<file path="src/rtl/adc_acq_pkg.sv">
// rtl/adc_acq_pkg.sv - shared types and constants for the ADC acquisition controller
//
// Purpose: capture state encoding and trigger selector constants used by
//          adc_acq_ctrl and adc_trig_detect.
// Ports:   none (package).

package adc_acq_pkg;

  typedef enum logic [2:0] {
    IDLE      = 3'd0,
    PRETRIG   = 3'd1,
    WAIT_TRIG = 3'd2,
    POSTTRIG  = 3'd3,
    DONE      = 3'd4
  } acq_state_t;

  localparam logic TRIG_RISING  = 1'b0;
  localparam logic TRIG_FALLING = 1'b1;

  localparam logic TRIG_SRC_A = 1'b0;
  localparam logic TRIG_SRC_B = 1'b1;

endpackage

</file>
<file path="src/rtl/adc_trig_detect.sv">
// rtl/adc_trig_detect.sv - level-crossing detector on decimated ADC samples
//
// Purpose: compares the current strobe sample of the selected channel with the
//          previous strobe sample against a signed threshold and produces a
//          one-cycle pulse in the same cycle as the strobe.
// Ports:
//   adc_clk, adc_rst        clock, asynchronous active-high reset
//   clr                     forget the previous sample (new capture)
//   strobe                  current cycle carries a decimated sample
//   trig_sel, trig_edge     channel select (A/B), edge select (rising/falling)
//   trig_level              signed threshold
//   dat_a, dat_b            raw channel samples (signed)
//   trig                    crossing detected on this strobe sample

module adc_trig_detect
  import adc_acq_pkg::*;
#(
  parameter int DW = 14
) (
  input  logic          adc_clk,
  input  logic          adc_rst,
  input  logic          clr,
  input  logic          strobe,
  input  logic          trig_sel,
  input  logic          trig_edge,
  input  logic [DW-1:0] trig_level,
  input  logic [DW-1:0] dat_a,
  input  logic [DW-1:0] dat_b,
  output logic          trig
);

  logic [DW-1:0] prev;
  logic          prev_valid;
  logic [DW-1:0] cur;
  logic          rise_hit;
  logic          fall_hit;

  assign cur = (trig_sel == TRIG_SRC_A) ? dat_a : dat_b;

  always_comb begin
    rise_hit = ($signed(prev) <  $signed(trig_level)) && ($signed(cur) >= $signed(trig_level));
    fall_hit = ($signed(prev) >  $signed(trig_level)) && ($signed(cur) <= $signed(trig_level));
  end

  // The first strobe after clr has no predecessor, so it can never cross.
  assign trig = strobe && prev_valid &&
                (((trig_edge == TRIG_RISING)  && rise_hit) ||
                 ((trig_edge == TRIG_FALLING) && fall_hit));

  always_ff @(posedge adc_clk or posedge adc_rst) begin
    if (adc_rst) begin
      prev       <= '0;
      prev_valid <= 1'b0;
    end else if (clr) begin
      prev       <= '0;
      prev_valid <= 1'b0;
    end else if (strobe) begin
      prev       <= cur;
      prev_valid <= 1'b1;
    end
  end

endmodule

</file>
<file path="src/rtl/adc_acq_ctrl.sv">
// rtl/adc_acq_ctrl.sv - two-channel ADC capture sequencer into a circular buffer
//
// Purpose: decimates channels A/B, writes {B, A} pairs to a circular buffer and
//          sequences arm -> pre-trigger fill -> trigger wait -> post-trigger
//          fill -> done, recording the buffer address of the trigger sample.
// Ports:
//   adc_clk, adc_rst              clock, asynchronous active-high reset
//   adc_dat_a_i, adc_dat_b_i      signed channel samples
//   arm_i, abort_i, trig_sw_i     control pulses
//   trig_sel_i, trig_edge_i,
//   trig_level_i, dec_i,
//   pretrig_i, posttrig_i         capture configuration, latched on arm
//   buf_we_o, buf_addr_o,
//   buf_dat_o                     buffer write port (registered)
//   trig_addr_o                   buffer address of the trigger sample
//   busy_o, triggered_o, done_o   capture status

module adc_acq_ctrl
  import adc_acq_pkg::*;
#(
  parameter int ADC_DATA_WIDTH = 14,
  parameter int ADDR_WIDTH     = 14,
  parameter int DEC_WIDTH      = 17
) (
  input  logic                        adc_clk,
  input  logic                        adc_rst,
  input  logic [ADC_DATA_WIDTH-1:0]   adc_dat_a_i,
  input  logic [ADC_DATA_WIDTH-1:0]   adc_dat_b_i,
  input  logic                        arm_i,
  input  logic                        abort_i,
  input  logic                        trig_sw_i,
  input  logic                        trig_sel_i,
  input  logic                        trig_edge_i,
  input  logic [ADC_DATA_WIDTH-1:0]   trig_level_i,
  input  logic [DEC_WIDTH-1:0]        dec_i,
  input  logic [ADDR_WIDTH-1:0]       pretrig_i,
  input  logic [ADDR_WIDTH-1:0]       posttrig_i,
  output logic                        buf_we_o,
  output logic [ADDR_WIDTH-1:0]       buf_addr_o,
  output logic [2*ADC_DATA_WIDTH-1:0] buf_dat_o,
  output logic [ADDR_WIDTH-1:0]       trig_addr_o,
  output logic                        busy_o,
  output logic                        triggered_o,
  output logic                        done_o
);

  localparam int AW = ADDR_WIDTH;
  localparam logic [AW-1:0]        ADDR_ONE = 1;
  localparam logic [AW:0]          WIDE_ONE = 1;
  localparam logic [DEC_WIDTH-1:0] DEC_ONE  = 1;

  // Keeps pre-trigger + trigger + post-trigger samples within one buffer lap,
  // so post-trigger writes never reach the oldest pre-trigger sample.
  // 2^AW - 1 - pre is simply ~pre in AW bits.
  function automatic logic [AW-1:0] clamp_post(input logic [AW-1:0] pre,
                                               input logic [AW-1:0] post);
    logic [AW:0] sum;
    sum = {1'b0, pre} + {1'b0, post};
    return sum[AW] ? ~pre : post;
  endfunction

  acq_state_t                 state;
  logic [DEC_WIDTH-1:0]       dec_lat;
  logic [DEC_WIDTH-1:0]       dec_cnt;
  logic [DEC_WIDTH-1:0]       dec_max;
  logic [AW-1:0]              pretrig_lat;
  logic [AW-1:0]              posttrig_lat;
  logic                       trig_sel_lat;
  logic                       trig_edge_lat;
  logic [ADC_DATA_WIDTH-1:0]  trig_level_lat;
  logic [AW-1:0]              addr;
  logic [AW-1:0]              pre_cnt;
  logic [AW:0]                pre_next;
  logic [AW:0]                post_rem;
  logic                       strobe;
  logic                       arm_take;
  logic                       level_trig;

  assign dec_max  = (dec_lat == '0) ? '0 : dec_lat - DEC_ONE;
  assign strobe   = (state != IDLE) && (state != DONE) && (dec_cnt == '0);
  assign arm_take = arm_i && !abort_i && ((state == IDLE) || (state == DONE));
  assign pre_next = {1'b0, pre_cnt} + WIDE_ONE;

  adc_trig_detect #(
    .DW (ADC_DATA_WIDTH)
  ) u_trig_detect (
    .adc_clk    (adc_clk),
    .adc_rst    (adc_rst),
    .clr        (arm_take),
    .strobe     (strobe),
    .trig_sel   (trig_sel_lat),
    .trig_edge  (trig_edge_lat),
    .trig_level (trig_level_lat),
    .dat_a      (adc_dat_a_i),
    .dat_b      (adc_dat_b_i),
    .trig       (level_trig)
  );

  always_ff @(posedge adc_clk or posedge adc_rst) begin
    if (adc_rst) begin
      state          <= IDLE;
      dec_lat        <= '0;
      dec_cnt        <= '0;
      pretrig_lat    <= '0;
      posttrig_lat   <= '0;
      trig_sel_lat   <= 1'b0;
      trig_edge_lat  <= 1'b0;
      trig_level_lat <= '0;
      addr           <= '0;
      pre_cnt        <= '0;
      post_rem       <= '0;
      buf_we_o       <= 1'b0;
      buf_addr_o     <= '0;
      buf_dat_o      <= '0;
      trig_addr_o    <= '0;
      busy_o         <= 1'b0;
      triggered_o    <= 1'b0;
      done_o         <= 1'b0;
    end else begin
      buf_we_o <= 1'b0;
      if (abort_i) begin
        // Suppresses the write of this cycle's strobe; trig_addr_o is kept.
        state       <= IDLE;
        busy_o      <= 1'b0;
        done_o      <= 1'b0;
        triggered_o <= 1'b0;
      end else begin
        if (strobe) begin
          buf_we_o   <= 1'b1;
          buf_addr_o <= addr;
          buf_dat_o  <= {adc_dat_b_i, adc_dat_a_i};
          addr       <= addr + ADDR_ONE;
        end
        if ((state != IDLE) && (state != DONE))
          dec_cnt <= (dec_cnt >= dec_max) ? '0 : dec_cnt + DEC_ONE;

        case (state)
          IDLE, DONE: begin
            if (arm_i) begin
              dec_lat        <= dec_i;
              pretrig_lat    <= pretrig_i;
              posttrig_lat   <= clamp_post(pretrig_i, posttrig_i);
              trig_sel_lat   <= trig_sel_i;
              trig_edge_lat  <= trig_edge_i;
              trig_level_lat <= trig_level_i;
              addr           <= '0;
              dec_cnt        <= '0;
              pre_cnt        <= '0;
              busy_o         <= 1'b1;
              done_o         <= 1'b0;
              triggered_o    <= 1'b0;
              state          <= PRETRIG;
            end
          end
          PRETRIG: begin
            if (strobe) begin
              if (pre_next >= {1'b0, pretrig_lat})
                state <= WAIT_TRIG;
              else
                pre_cnt <= pre_cnt + ADDR_ONE;
            end
          end
          WAIT_TRIG: begin
            // Off-strobe, addr already points at the next strobe sample,
            // which becomes the trigger sample and still has to be written.
            if (level_trig || trig_sw_i) begin
              trig_addr_o <= addr;
              triggered_o <= 1'b1;
              if (strobe) begin
                if (posttrig_lat == '0) begin
                  state  <= DONE;
                  busy_o <= 1'b0;
                  done_o <= 1'b1;
                end else begin
                  post_rem <= {1'b0, posttrig_lat};
                  state    <= POSTTRIG;
                end
              end else begin
                post_rem <= {1'b0, posttrig_lat} + WIDE_ONE;
                state    <= POSTTRIG;
              end
            end
          end
          POSTTRIG: begin
            if (strobe) begin
              if (post_rem == WIDE_ONE) begin
                state  <= DONE;
                busy_o <= 1'b0;
                done_o <= 1'b1;
              end else begin
                post_rem <= post_rem - WIDE_ONE;
              end
            end
          end
          default: state <= IDLE;
        endcase
      end
    end
  end

endmodule

</file>
<file path="config.mk">
export PLATFORM = sky130hd
export DESIGN_NAME = adc_acq_ctrl
export DESIGN_NICKNAME = d
export VERILOG_FILES = /design/src/rtl/adc_acq_pkg.sv /design/src/rtl/adc_trig_detect.sv /design/src/rtl/adc_acq_ctrl.sv
export SDC_FILE = /design/constraint.sdc
export NUM_CORES = 1
export LEC_CHECK = 0
export CAP_MARGIN = 20
export CORE_MARGIN = 2
export CORE_UTILIZATION = 45
export DETAILED_ROUTE_END_ITERATION = 12
export PLACE_DENSITY = 0.67
export SLEW_MARGIN = 20
export SYNTH_ARGS = -nofsm -noshare
export SYNTH_HDL_FRONTEND = slang
export SYNTH_SLANG_ARGS = --single-unit
</file>
<file path="constraint.sdc">
create_clock -name adc_clk -period 16.9 [get_ports adc_clk]
set_input_delay 1.69 -clock adc_clk [delete_from_list [all_inputs] [get_ports adc_clk]]
set_output_delay 1.69 -clock adc_clk [all_outputs]
set_load 0.01 [all_outputs]
</file>
# Word level (Yosys, flattened, before mapping)
# Cells that the tools add are included.
# Widths: inputs -> output; s select.
[totals] regBits=199 inputBits=94 out_inout_bits=60 elab_cells=146
[op_classes] n_addsub=8 n_lt_le_gt_ge=6 eq_ne=21 n_mux=55 bitwise_logic=3 reduce_logical=33
[ops] cell="$mux 14" n=10
[ops] cell="$mux 17" n=5
[ops] cell="$mux 15" n=5
[ops] cell="$logic_not 17->1" n=2
[ops] cell="$add 14x1->15 const B" n=2
[ops] cell="$pmux 15 s2" n=1
[ops] cell="$add 14x1->14 const B" n=2
[ops] cell="$pmux 14 s2" n=1
[ops] cell="$mux 3" n=9
[ops] cell="$ne 3x3->1 const B" n=7
[ops] cell="$mux 1" n=20
[ops] cell="$add 17x1->17 const B" n=1
[ops] cell="$ge 17x17->1" n=1
[ops] cell="$sub 17x1->17 const B" n=1
[ops] cell="$add 14x14->15" n=1
[ops] cell="$eq 15x1->1 const B" n=1
[ops] cell="$ge 15x14->1" n=1
[ops] cell="$sub 15x1->15 const B" n=1
[ops] cell="$ge 14x14->1" n=1
[ops] cell="$gt 14x14->1" n=1
[ops] cell="$le 14x14->1" n=1
[ops] cell="$logic_not 14->1" n=1
[ops] cell="$lt 14x14->1" n=1
[ops] cell="$not 14->14" n=1
[ops] cell="23 further kinds" n=49

# Depth between registers and ports, before layout
# Gate-level depths: netlist of run 1.
[depth] depth_word=10 depth_mapped=20 mapped_depth_nobuf=17

# Hierarchy
# A second synthesis of run 1 with hierarchy kept.
[unflattened] hier_cells=1144 area_unflattened_um2=11451.0
[modules_own_cells] module="adc_acq_ctrl" n_inst=1 cells_per_inst=983 area_per_inst_um2=9938.3 seq_area_each_um2=4604.4
[modules_own_cells] module="adc_trig_detect" n_inst=1 cells_per_inst=161 area_per_inst_um2=1512.7 seq_area_each_um2=375.4

# Worst setup path after synthesis of run 1
# Ideal clock, no wire load.
[synth_timing] path_kind="in2reg" from="input port adc_dat_b_i[13]" to="register post_rem[13]" setup_time_ns=0.095 arrival_time_ns=4.563 required_time_ns=16.805 slack_ns=12.242 cell_stages=11 n_path_buf=1 cell_sequence="mux2_2 -> ha_1 -> nand4_1 -> or2_2 -> o2111a_1 -> a2111oi_2 -> a311oi_1 -> o41a_1 -> buf_6 -> or3_4 -> o31ai_1"
[synth_between] elab_chain_cells=9 word_cells_on_any_way=12 classes_between="2 x order compare; 1 x eq/ne; 1 x mux; 8 x reduce/logical"
[synth_rtl] item="from (decl)" line_no="adc_acq_ctrl.sv:28" text="input logic [ADC_DATA_WIDTH-1:0] adc_dat_b_i,"
[synth_rtl] item="$mux 14 (*)" line_no="adc_trig_detect.sv:38" text="assign cur = (trig_sel == TRIG_SRC_A) ? dat_a : dat_b;"
[synth_rtl] item="$ge 14x14->1 or $le 14x14->1 (tied branches)" line_no="adc_trig_detect.sv:41, adc_trig_detect.sv:42"
[synth_rtl] item="$logic_and 1x1->1 (on tied branches)" line_no="adc_trig_detect.sv:41, adc_trig_detect.sv:42"
[synth_rtl] item="$logic_and 1x1->1 (on tied branches)" line_no="adc_trig_detect.sv:47, adc_trig_detect.sv:48"
[synth_rtl] item="$logic_or 1x1->1 (*)" line_no="adc_trig_detect.sv:47" text="(((trig_edge == TRIG_RISING) && rise_hit) ||"
[synth_rtl] item="$logic_and 1x1->1 (*)" line_no="adc_trig_detect.sv:46" text="assign trig = strobe && prev_valid &&"
[synth_rtl] item="$logic_or 1x1->1 (*)" line_no="adc_acq_ctrl.sv:166" text="if (level_trig || trig_sw_i) begin"
[synth_rtl] item="$ne 2x2->1 (no source line) (*)"
[synth_rtl] item="$reduce_and 6->1 (no source line) (*)"
[synth_rtl] item="to (signal assigned)" line_no="adc_acq_ctrl.sv:175" text="post_rem <= {1'b0, posttrig_lat};"
[synth_rtl] item="to (signal assigned)" line_no="adc_acq_ctrl.sv:179" text="post_rem <= {1'b0, posttrig_lat} + WIDE_ONE;"
[synth_rtl] item="to (signal assigned)" line_no="adc_acq_ctrl.sv:191" text="post_rem <= post_rem - WIDE_ONE;"
[synth_rtl] item="to (decl)" line_no="adc_acq_ctrl.sv:74" text="logic [AW:0] post_rem;"
# Mark *: on every way between the ends. The rest lies on a longest branch, timed or not.
# A chain may end at the register's enable or synchronous reset.

# Final worst setup path of run 1
[layout_timing] from="input port adc_dat_b_i[13]" to="register post_rem[5]"
# The elaborated chain is that of the path after synthesis.

==> impl_metrics.toml, run 1 <==
[hold_path]
hp-start = "buf_dat_o[20]$_DFFE_PP0P_"
worstHoldEndpoint = "buf_dat_o[20]$_DFFE_PP0P_"
whs_path_depth = 2
min_path_type = "register to register"

[logic_synthesis]
synth_edf_count = 0
synth_nets = 1486
synth_cells = 1311
synth_seq_area_share = 0.436
synth_seq_cells = 199
synth.area.top_cells = "dfrtp_1, nand2_1, ha_1"
ys_warn_count = 0
synth.avg_cell_area_um2 = 8.72
synth.distinct_cells = 66
synthArstFlopShare = 1.00
syn_area_mm2 = 0.0114
synth_top_area_frac = 0.436
synth_top_area_cell = "dfrtp_1"
synthFlopType = "dfrtp_1"

[timing]
setup_viol = 0
setup_slack_ns = 11.49
skew_ns = 0.0142
clock.fmax_mhz = 185
worstMarginPinSlew_ns = 0.914
final-max-slew-violation-count = 0
rsz0062_at_grt = "false"
fin_crit_sh = 0.320
period_needed_ns = 5.41
tns_ns = 0
slew_headroom = 0.391
hold_violations = 0

[power]
p_int_mw = 1.14
ir_worst_vdd_mv = 0.0884
power.share.clock = 0.202
p_total_mw = 1.88
p_leak_nw = 6.43
switchingPower_uw = 734
pwr_density_cell_mw_per_mm2 = 136
p_seq_frac = 0.396
combPwrFrac = 0.402
p_sw_frac = 0.391

[clocking]
clockBufferDepth = 2
cts_tree = "done"
clockRootBuffer = "clkbuf_16"
cts_setup_buffers = 0
cts_resized = 0
clkLatencyLatePin_ns = 0.43
clkSlewWorstSetupHoldPaths_ns = 0.08
cts.sinks = 199
htree_levels = 4
cts_hold_buf = 0
cts_buffers = 17

[route]
routed_wirelength_um = 28600
drtIter0Drc = 656
drc = 0
viasPerCell = 5.41
antenna_violating_nets_post_route = 0
vias = 9609
wl_per_cell_um = 16.1
first_pass_iters = 4

[finish]
diodes = 0
final_core_util = 0.551
area_delta_synth_final_pct = 20.7
n_fill_cell = 2359
final_nets = 1610
fin_area_mm2 = 0.0138
drive_above_1_share = 0.0691

[die]
initial_utilization = 0.457
top_level_ports = 154
die_area_mm2 = 0.0267
die_width_um = 163
die_y_um = 163
std_cell_rows = 58
core_mm2 = 0.0250

[setup_path]
arrival_ns = 5.74
r2r-start = "dec_lat[4]$_DFFE_PP0P_"
critPathSlowestCell = "o41a_1"
regToRegSetupSlack_ns = 11.83
worst-path-max-fanout = 17
worstPathCellList = "clkdlybuf4s50_1, mux2_2, ha_1, nand4_1, or2_2, o21ai_0, o311ai_0, a311oi_1, o41a_1, nor3_4, a22oi_1"
r2r_end = "dec_cnt[4]$_DFFE_PP0N_"
worstSetupEndpointType = "register"
cp.required_ns = 17.23
r2r_cells = 16
cp-start-kind = "primary input"
criticalPathCategory = "primary input to register"
cpPeakStageDelay_ns = 0.74

[placement]
hpwl_um = 20700
place_ws_ns = 11.04
globalplace.congestion = 0.817
io_buffers = 153
placed_area_mm2 = 0.0132

[global_routing]
antenna_found_initial = 0
grt_pass1_wl_um = 48100
grt_max_degree = 130
gr-usage-all-layers = 0.223
grt-ovfl-total = 0
grt_pass1_vias = 9694

[status]
outcome = "finished clean"

[job]
drv_cap = 0
## routing by layer
layer,routed length [um],track usage
met1,12800,0.291
met5,0,0
met2,14200,0.383
met4,303,0.0447
met3,1250,0.0462
## stage by stage
| step | hold WS, ns | std cells |
|---|---|---|
| 3_5_place_dp | 0.454 | 1745 |
| 2_1_floorplan | 0.456 | 1311 |
| 5_1_grt | 0.495 | 1777 |
| 6_report | 0.469 | 1777 |
| 3_3_place_gp | 0.449 | 1745 |
| 4_1_cts | 0.472 | 1776 |
## cell usage in the layout (no fill, tap or decap), types with 16 or more instances in the layout
cell type        synthesis  final
dfrtp_1                199    199
a21oi_1                 38     38
nand4_1                 22     22
a31oi_1                 20     20
xnor2_1                 21     21
nand2_1                328    328
nand3_1                 45     45
inv_1                   47     46
mux2_2                  31     31
o21ai_0                101    101
and3_1                  20     19
clkbuf_16                0     17
nor2_1                  87     86
or2_2                   16     16
ha_1                    81     81
nor3_1                  23     23
xor2_1                  23     23
clkdlybuf4s50_1          0    153
## cell families after synthesis
group,share of synthesized area
buffers and inverters,0.0356
adder cells (fa/ha/maj),0.0887
multiplexers,0.0340
AND/OR/NAND/NOR,0.241
flip-flops,0.436
AO/OA/AOI/OAI,0.132
XOR/XNOR,0.0337
## flip-flops by register name, summed over array words and instances, names as in the netlist, 3 cells and up
signal and flops:
state 3, trig_addr_o 14, post_rem 15, pretrig_lat 14
dec_cnt 17, posttrig_lat 14, buf_addr_o 14, dec_lat 17
pre_cnt 14, u_trig_detect.prev 14, addr 14, trig_level_lat 14
buf_dat_o 28
## synth_stat cells (6+ instances only)
master	n
nand2b_1	15
o21ai_0	101
xor2_1	23
nor2b_1	6
a21o_1	11
nand4_1	22
a211oi_1	7
clkbuf_1	53
ha_1	81
xnor2_1	21
a21oi_1	38
and3_1	20
nor2_1	87
a2bb2oi_1	7
o21a_1	7
nor4_1	6
dfrtp_1	199
mux2_2	31
nor3_1	23
a31oi_1	20
nand3_1	45
nand2_1	328
o31ai_1	7
a22o_1	9
inv_1	47
or3_1	12
or2_2	16
## final cells by class
class / instances / area (um^2) / share of cell area
Clock buffer: 19 / 433 / 0.0314
Clock inverter: 12 / 95.1 / 0.00689
Inverter: 47 / 184 / 0.0133
Multi-Input combinational cell: 1007 / 6060 / 0.439
Sequential cell: 199 / 4980 / 0.361
Tap cell: 330 / 413 / 0.0299
Timing Repair Buffer: 163 / 1630 / 0.118
## power groups by stage
stage | sequential (mW) | clock (mW) | combinational [mW]
global route | 0.765 | 0.406 | 0.861
floorplan | 0.724 | 0 | 0.515
detailed placement | 0.750 | 0 | 0.753
finish | 0.743 | 0.380 | 0.754
CTS | 0.743 | 0.387 | 0.758
global placement | 0.746 | 0 | 0.732
## worst max-delay path: cells and delay by family
family / cells / cell delay (ns)
AO/OA/AOI/OAI: 5 / 2.24
AND/OR/NAND/NOR: 3 / 0.66
buffers and inverters: 1 / 0.46
adder cells (fa/ha/maj): 1 / 0.37
multiplexers: 1 / 0.31
## worst max-delay path by stage
stage                               start                       to  slack [ns]  depth (start not counted)
after CTS                 adc_dat_b_i[13]  post_rem[9]$_DFFE_PP0P_       11.53                         11
after detailed placement  adc_dat_b_i[13]  post_rem[9]$_DFFE_PP0P_       11.04                         11
final                     adc_dat_b_i[13]  post_rem[5]$_DFFE_PP0P_       11.49                         11
after global placement    adc_dat_b_i[13]  post_rem[9]$_DFFE_PP0P_       11.21                         11
after floorplan                   adc_rst      addr[0]$_DFFE_PP0N_        9.78                          1
after global routing      adc_dat_b_i[13]  post_rem[8]$_DFFE_PP0P_       11.38                         11
Note: power is estimated with default switching activity, not from simulation.
==> inputs of run 2 (changes only) <==
- PLACE_DENSITY: 0.67 -> 0.7
- clock period: 16.9 -> 4.4 ns (I/O delays scaled with it)
==> run 2 against run 1 <==
Net effect:
- die area is the same
- wire length grew 2.2%
- hold slack lost 0.15 ns
- largest power group unchanged
- critical path type is now register to register
- sequential share of layout area shrank 0.64 points
- sequential power grew to 3.8 times the previous value
- sequential cell count is the same
- register-to-register slack lost 12 ns
==> impl_metrics.toml, run 2 (synthesized netlist as in run 1, its figures left out) <==
[finish]
top_regs = "buf_dat_o x28, dec_cnt x17, dec_lat x17"
top_register = "buf_dat_o"
area_delta_synth_final_pct = 22.9
drive_above_1_share = 0.0855
diodes = 0
largest_register_ffs = 28
final_cell_mix = "nand2_1, dfrtp_1, clkdlybuf4s50_1, o21ai_0, nor2_1"
final_nets = 1624
mostFrequentLayoutCell = "nand2_1"
fin_area_mm2 = 0.0140

[placement]
globalplace.congestion = 0.879
placed_area_mm2 = 0.0134
io_buffers = 153
hpwl_um = 21100

[timing]
period_needed_ns = 4.16
whs_ns = 0.322
clock.fmax_mhz = 241
worstMarginPinSlew_ns = 0.684
fin_crit_sh = 0.945
slew_headroom = 0.540
final-max-slew-violation-count = 0
rsz0062_at_grt = "false"
setup_viol = 0
skew_ns = 0.0227
tns_ns = 0
hold_violations = 0

[clocking]
clockRootBuffer = "clkbuf_16"
clkSlewWorstSetupHoldPaths_ns = 0.08
cts_buffers = 17
cts_hold_buf = 0
cts_setup_buffers = 0
cts.sinks = 199
clockBufferDepth = 2
clkLatencyLatePin_ns = 0.45
htree_levels = 4
cts_tree = "done"

[setup_path]
regToRegSetupSlack_ns = 0.24
criticalPathCategory = "register to register"
r2r_cells = 16
arrival_ns = 4.52
cp.required_ns = 4.76
path_delay_family = "simple AND/OR/NAND/NOR gates"
r2r-start = "dec_lat[10]$_DFFE_PP0P_"
critPathSlowestCell = "or4_1"
cp-start-kind = "register"
worstSetupEndpointType = "register"
cp.buffers_inverters = 2
cpPeakStageDelay_ns = 0.57
worst-path-max-fanout = 11
r2r_end = "dec_cnt[7]$_DFFE_PP0N_"
worstPathCellList = "or4_1, or3_1, or3_1, or2_2, buf_4, nand2_1, ha_1, nand4_1, nor4_2, a2111oi_2, and4b_2, a21oi_4, a21oi_1, buf_4, nand2_1, o21ai_0"

[route]
vias = 9703
routed_wirelength_um = 29200
drc = 0
drtIter0Drc = 641
antenna_violating_nets_post_route = 0
viasPerCell = 5.41
first_pass_iters = 5
wl_per_cell_um = 16.3

[global_routing]
grt_pass1_wl_um = 47800
antenna_found_initial = 0
gr-usage-all-layers = 0.222
grt_pass1_vias = 9583
grt_max_degree = 80
grt-ovfl-total = 0

[die]
die_y_um = 163
top_level_ports = 154
core_mm2 = 0.0250
initial_utilization = 0.457
die_area_mm2 = 0.0267
die_width_um = 163
std_cell_rows = 58

[power]
p_leak_nw = 6.56
ir_worst_vdd_mv = 0.311
pwr_density_cell_mw_per_mm2 = 538
p_total_mw = 7.56

[status]
outcome = "finished clean"

[hold_path]
min_path_type = "primary input to async pin"

[job]
drv_cap = 0
## run 2: how the worst max path moves through the flow
| stage | startpoint | endpoint | depth (start not counted) |
|---|---|---|---|
| after floorplan | dec_lat[4]$_DFFE_PP0P_ | dec_cnt[3]$_DFFE_PP0N_ | 19 |
| after global placement | dec_lat[4]$_DFFE_PP0P_ | dec_cnt[16]$_DFFE_PP0N_ | 16 |
| after detailed placement | dec_lat[4]$_DFFE_PP0P_ | dec_cnt[8]$_DFFE_PP0N_ | 18 |
| after CTS | dec_lat[4]$_DFFE_PP0P_ | dec_cnt[7]$_DFFE_PP0N_ | 18 |
| after global routing | dec_lat[4]$_DFFE_PP0P_ | dec_cnt[10]$_DFFE_PP0N_ | 18 |
| final | dec_lat[10]$_DFFE_PP0P_ | dec_cnt[7]$_DFFE_PP0N_ | 16 |
## run 2: final cells by class
| cell class | instances | area, um^2 |
|---|---|---|
| clock buffers | 18 | 439 |
| fillers | 2226 | 11000 |
| multi-input cells | 1007 | 6110 |
| flip-flops and latches | 199 | 4980 |
| inverters | 47 | 180 |
| repair buffers | 177 | 1740 |
| clock inverters | 14 | 185 |
| well taps | 330 | 413 |
## run 2: report_power, final
part           internal [mW]  switching (mW)
clock network          0.883           0.786
logic                   1.37            1.69
registers               2.37           0.465
total                   4.62            2.94
## run 2: what timing repair did
item / CTS / global route
pin swaps: 0 / 1
setup endpoints to repair: 15 / 17
resized for setup: 2 / 11
## run 2: routing by layer
layer / GRT usage / wire length (um) / vias up
li1: - / - / 4808
met1: 0.302 / 13500 / 4630
met2: 0.361 / 14000 / 214
met3: 0.0358 / 1070 / 51
met4: 0.0740 / 635 / 0
met5: 0 / 0 / -
## run 2: per-stage QoR
step | utilization | setup WS (ns) | instances
final | 0.561 | 0.242 | 1792
after global routing | 0.561 | 0.0000173 | 1792
after CTS | 0.559 | 0.0488 | 1792
after detailed placement | 0.534 | -0.0427 | 1760
after global placement | 0.534 | 0.127 | 1760
after floorplan | - | 0.0975 | 1311
==> inputs of run 3 (changes only) <==
- CORE_UTILIZATION: 45 -> 30
- PLACE_DENSITY: 0.7 -> unset
==> run 3 against run 2 <==
Net effect:
- first-iteration DRC count is 22% lower
- critical path type unchanged
- setup slack worse by 0.0028 ns
- largest power group unchanged
- power is 1.4% lower
- count of clock-buffer cells in the layout stayed put
==> impl_metrics.toml, run 3 (synthesized netlist as in run 1, its figures left out) <==
[status]
outcome = "finished clean"

[job]
drv_cap = 0

[clocking]
clkLatencyLatePin_ns = 0.45
clockRootBuffer = "clkbuf_16"
cts_setup_buffers = 0
htree_levels = 4
cts_buffers = 17
cts_hold_buf = 0
clkSlewWorstSetupHoldPaths_ns = 0.08
clockBufferDepth = 2
cts_tree = "done"
cts.sinks = 199

[power]
pwr_density_cell_mw_per_mm2 = 523
p_leak_nw = 6.55
ir_worst_vdd_mv = 0.318
p_total_mw = 7.45

[finish]
area_delta_synth_final_pct = 24.7
final_nets = 1627
fin_area_mm2 = 0.0143
largest_register_ffs = 28
stdcell_count = 1977
final_cell_mix = "nand2_1, dfrtp_1, clkdlybuf4s50_1, o21ai_0, nor2_1"
top_regs = "buf_dat_o x28, dec_cnt x17, dec_lat x17"
n_fill_cell = 3810
mostFrequentLayoutCell = "nand2_1"
drive_above_1_share = 0.0853
top_register = "buf_dat_o"
final_core_util = 0.379

[global_routing]
grt_pass1_wl_um = 50300
grt_max_degree = 147
antenna_found_initial = 0
gr-usage-all-layers = 0.160
grt_pass1_vias = 9504
grt-ovfl-total = 0

[timing]
setup_viol = 0
setup_slack_ns = 0.240
period_needed_ns = 4.16
hold_violations = 0
final-max-slew-violation-count = 0
skew_ns = 0.0134
fin_crit_sh = 0.946
slew_headroom = 0.453
clock.fmax_mhz = 240
whs_ns = 0.366
worstMarginPinSlew_ns = 0.820
tns_ns = 0

[setup_path]
arrival_ns = 4.49
regToRegSetupSlack_ns = 0.24
cp-start-kind = "register"
cp.required_ns = 4.73
r2r_cells = 14
criticalPathCategory = "register to register"
worst-path-max-fanout = 15
worstSetupEndpointType = "register"
r2r_end = "dec_cnt[15]$_DFFE_PP0N_"
r2r-start = "dec_lat[10]$_DFFE_PP0P_"

[placement]
placed_area_mm2 = 0.0136
globalplace.congestion = 0.850
io_buffers = 153
hpwl_um = 22600
dpl.cell_count = 1944
place_ws_ns = 0.0547

[route]
drc = 0
viasPerCell = 4.89
drtIter0Drc = 497
first_pass_iters = 5
vias = 9660
wl_per_cell_um = 15.7
routed_wirelength_um = 31100
antenna_violating_nets_post_route = 0

[die]
die_width_um = 199
top_level_ports = 154
die_y_um = 199
die_area_mm2 = 0.0397
core_mm2 = 0.0376
initial_utilization = 0.304
std_cell_rows = 71

[hold_path]
min_path_type = "primary input to async pin"
-- run 3: cell count changes in the layout (fill, tap and decap cells not counted), moves of 2 or more --
cell        before  now
bufinv_16        2    0
clkinvlp_4       3    5
inv_6            3    1
inv_8            3    5
buf_12           2    4
o21ai_1          2    0
o21ai_0         99  101
-- run 3: repair_timing --
action / in CTS / in global routing
resized for setup: 0 / 6
hold endpoints to repair: 0 / 0
setup endpoints to repair: 0 / 17
-- run 3: per-layer routing --
| metal | vias up | routed length [um] | track usage |
|---|---|---|---|
| met5 | - | 0 | 0 |
| met4 | 0 | 609 | 0.0533 |
| met3 | 40 | 1030 | 0.0309 |
| met2 | 168 | 15000 | 0.261 |
| met1 | 4635 | 14500 | 0.214 |
| li1 | 4817 | - | - |
-- run 3: area by class of cell --
class | count | area, um^2 | area share
Tap cell | 511 | 639 | 0.0449
Inverter | 47 | 180 | 0.0126
Clock inverter | 14 | 138 | 0.00966
Clock buffer | 18 | 439 | 0.0308
Sequential cell | 199 | 4980 | 0.349
Multi-Input combinational cell | 1007 | 6090 | 0.427
Antenna cell | 1 | 2.50 | 0.000176
Timing Repair Buffer | 180 | 1790 | 0.125
-- run 3: worst max path at each step --
| stage | start | endpoint | cells after the start | slack, ns |
|---|---|---|---|---|
| after floorplan | dec_lat[4]$_DFFE_PP0P_ | dec_cnt[3]$_DFFE_PP0N_ | 19 | 0.1 |
| after global placement | adc_dat_b_i[3] | post_rem[13]$_DFFE_PP0P_ | 14 | 0.12 |
| after detailed placement | adc_dat_b_i[13] | post_rem[13]$_DFFE_PP0P_ | 13 | 0.05 |
| after CTS | dec_lat[4]$_DFFE_PP0P_ | dec_cnt[11]$_DFFE_PP0N_ | 17 | 0.006 |
| after global routing | dec_lat[4]$_DFFE_PP0P_ | dec_cnt[15]$_DFFE_PP0N_ | 16 | -0.06 |
| final | dec_lat[10]$_DFFE_PP0P_ | dec_cnt[15]$_DFFE_PP0N_ | 14 | 0.24 |
-- run 3: critical path: stages, from the launching register on --
cell and delay (ns):
dfrtp_1 0.43, or4_1 0.57, or3_1 0.34, or3_1 0.36, or2_4 0.31, and2_1 0.18, ha_1 0.26, nand3_1 0.09
nor4_2 0.32, a2111oi_2 0.11, and4b_1 0.20, a21oi_1 0.25, nand2_2 0.19, a21o_1 0.21, a22o_1 0.22
-- run 3: power breakdown --
group	switching [mW]	internal [mW]
logic	1.71	1.37
registers	0.447	2.37
clock network	0.789	0.767
total	2.94	4.51
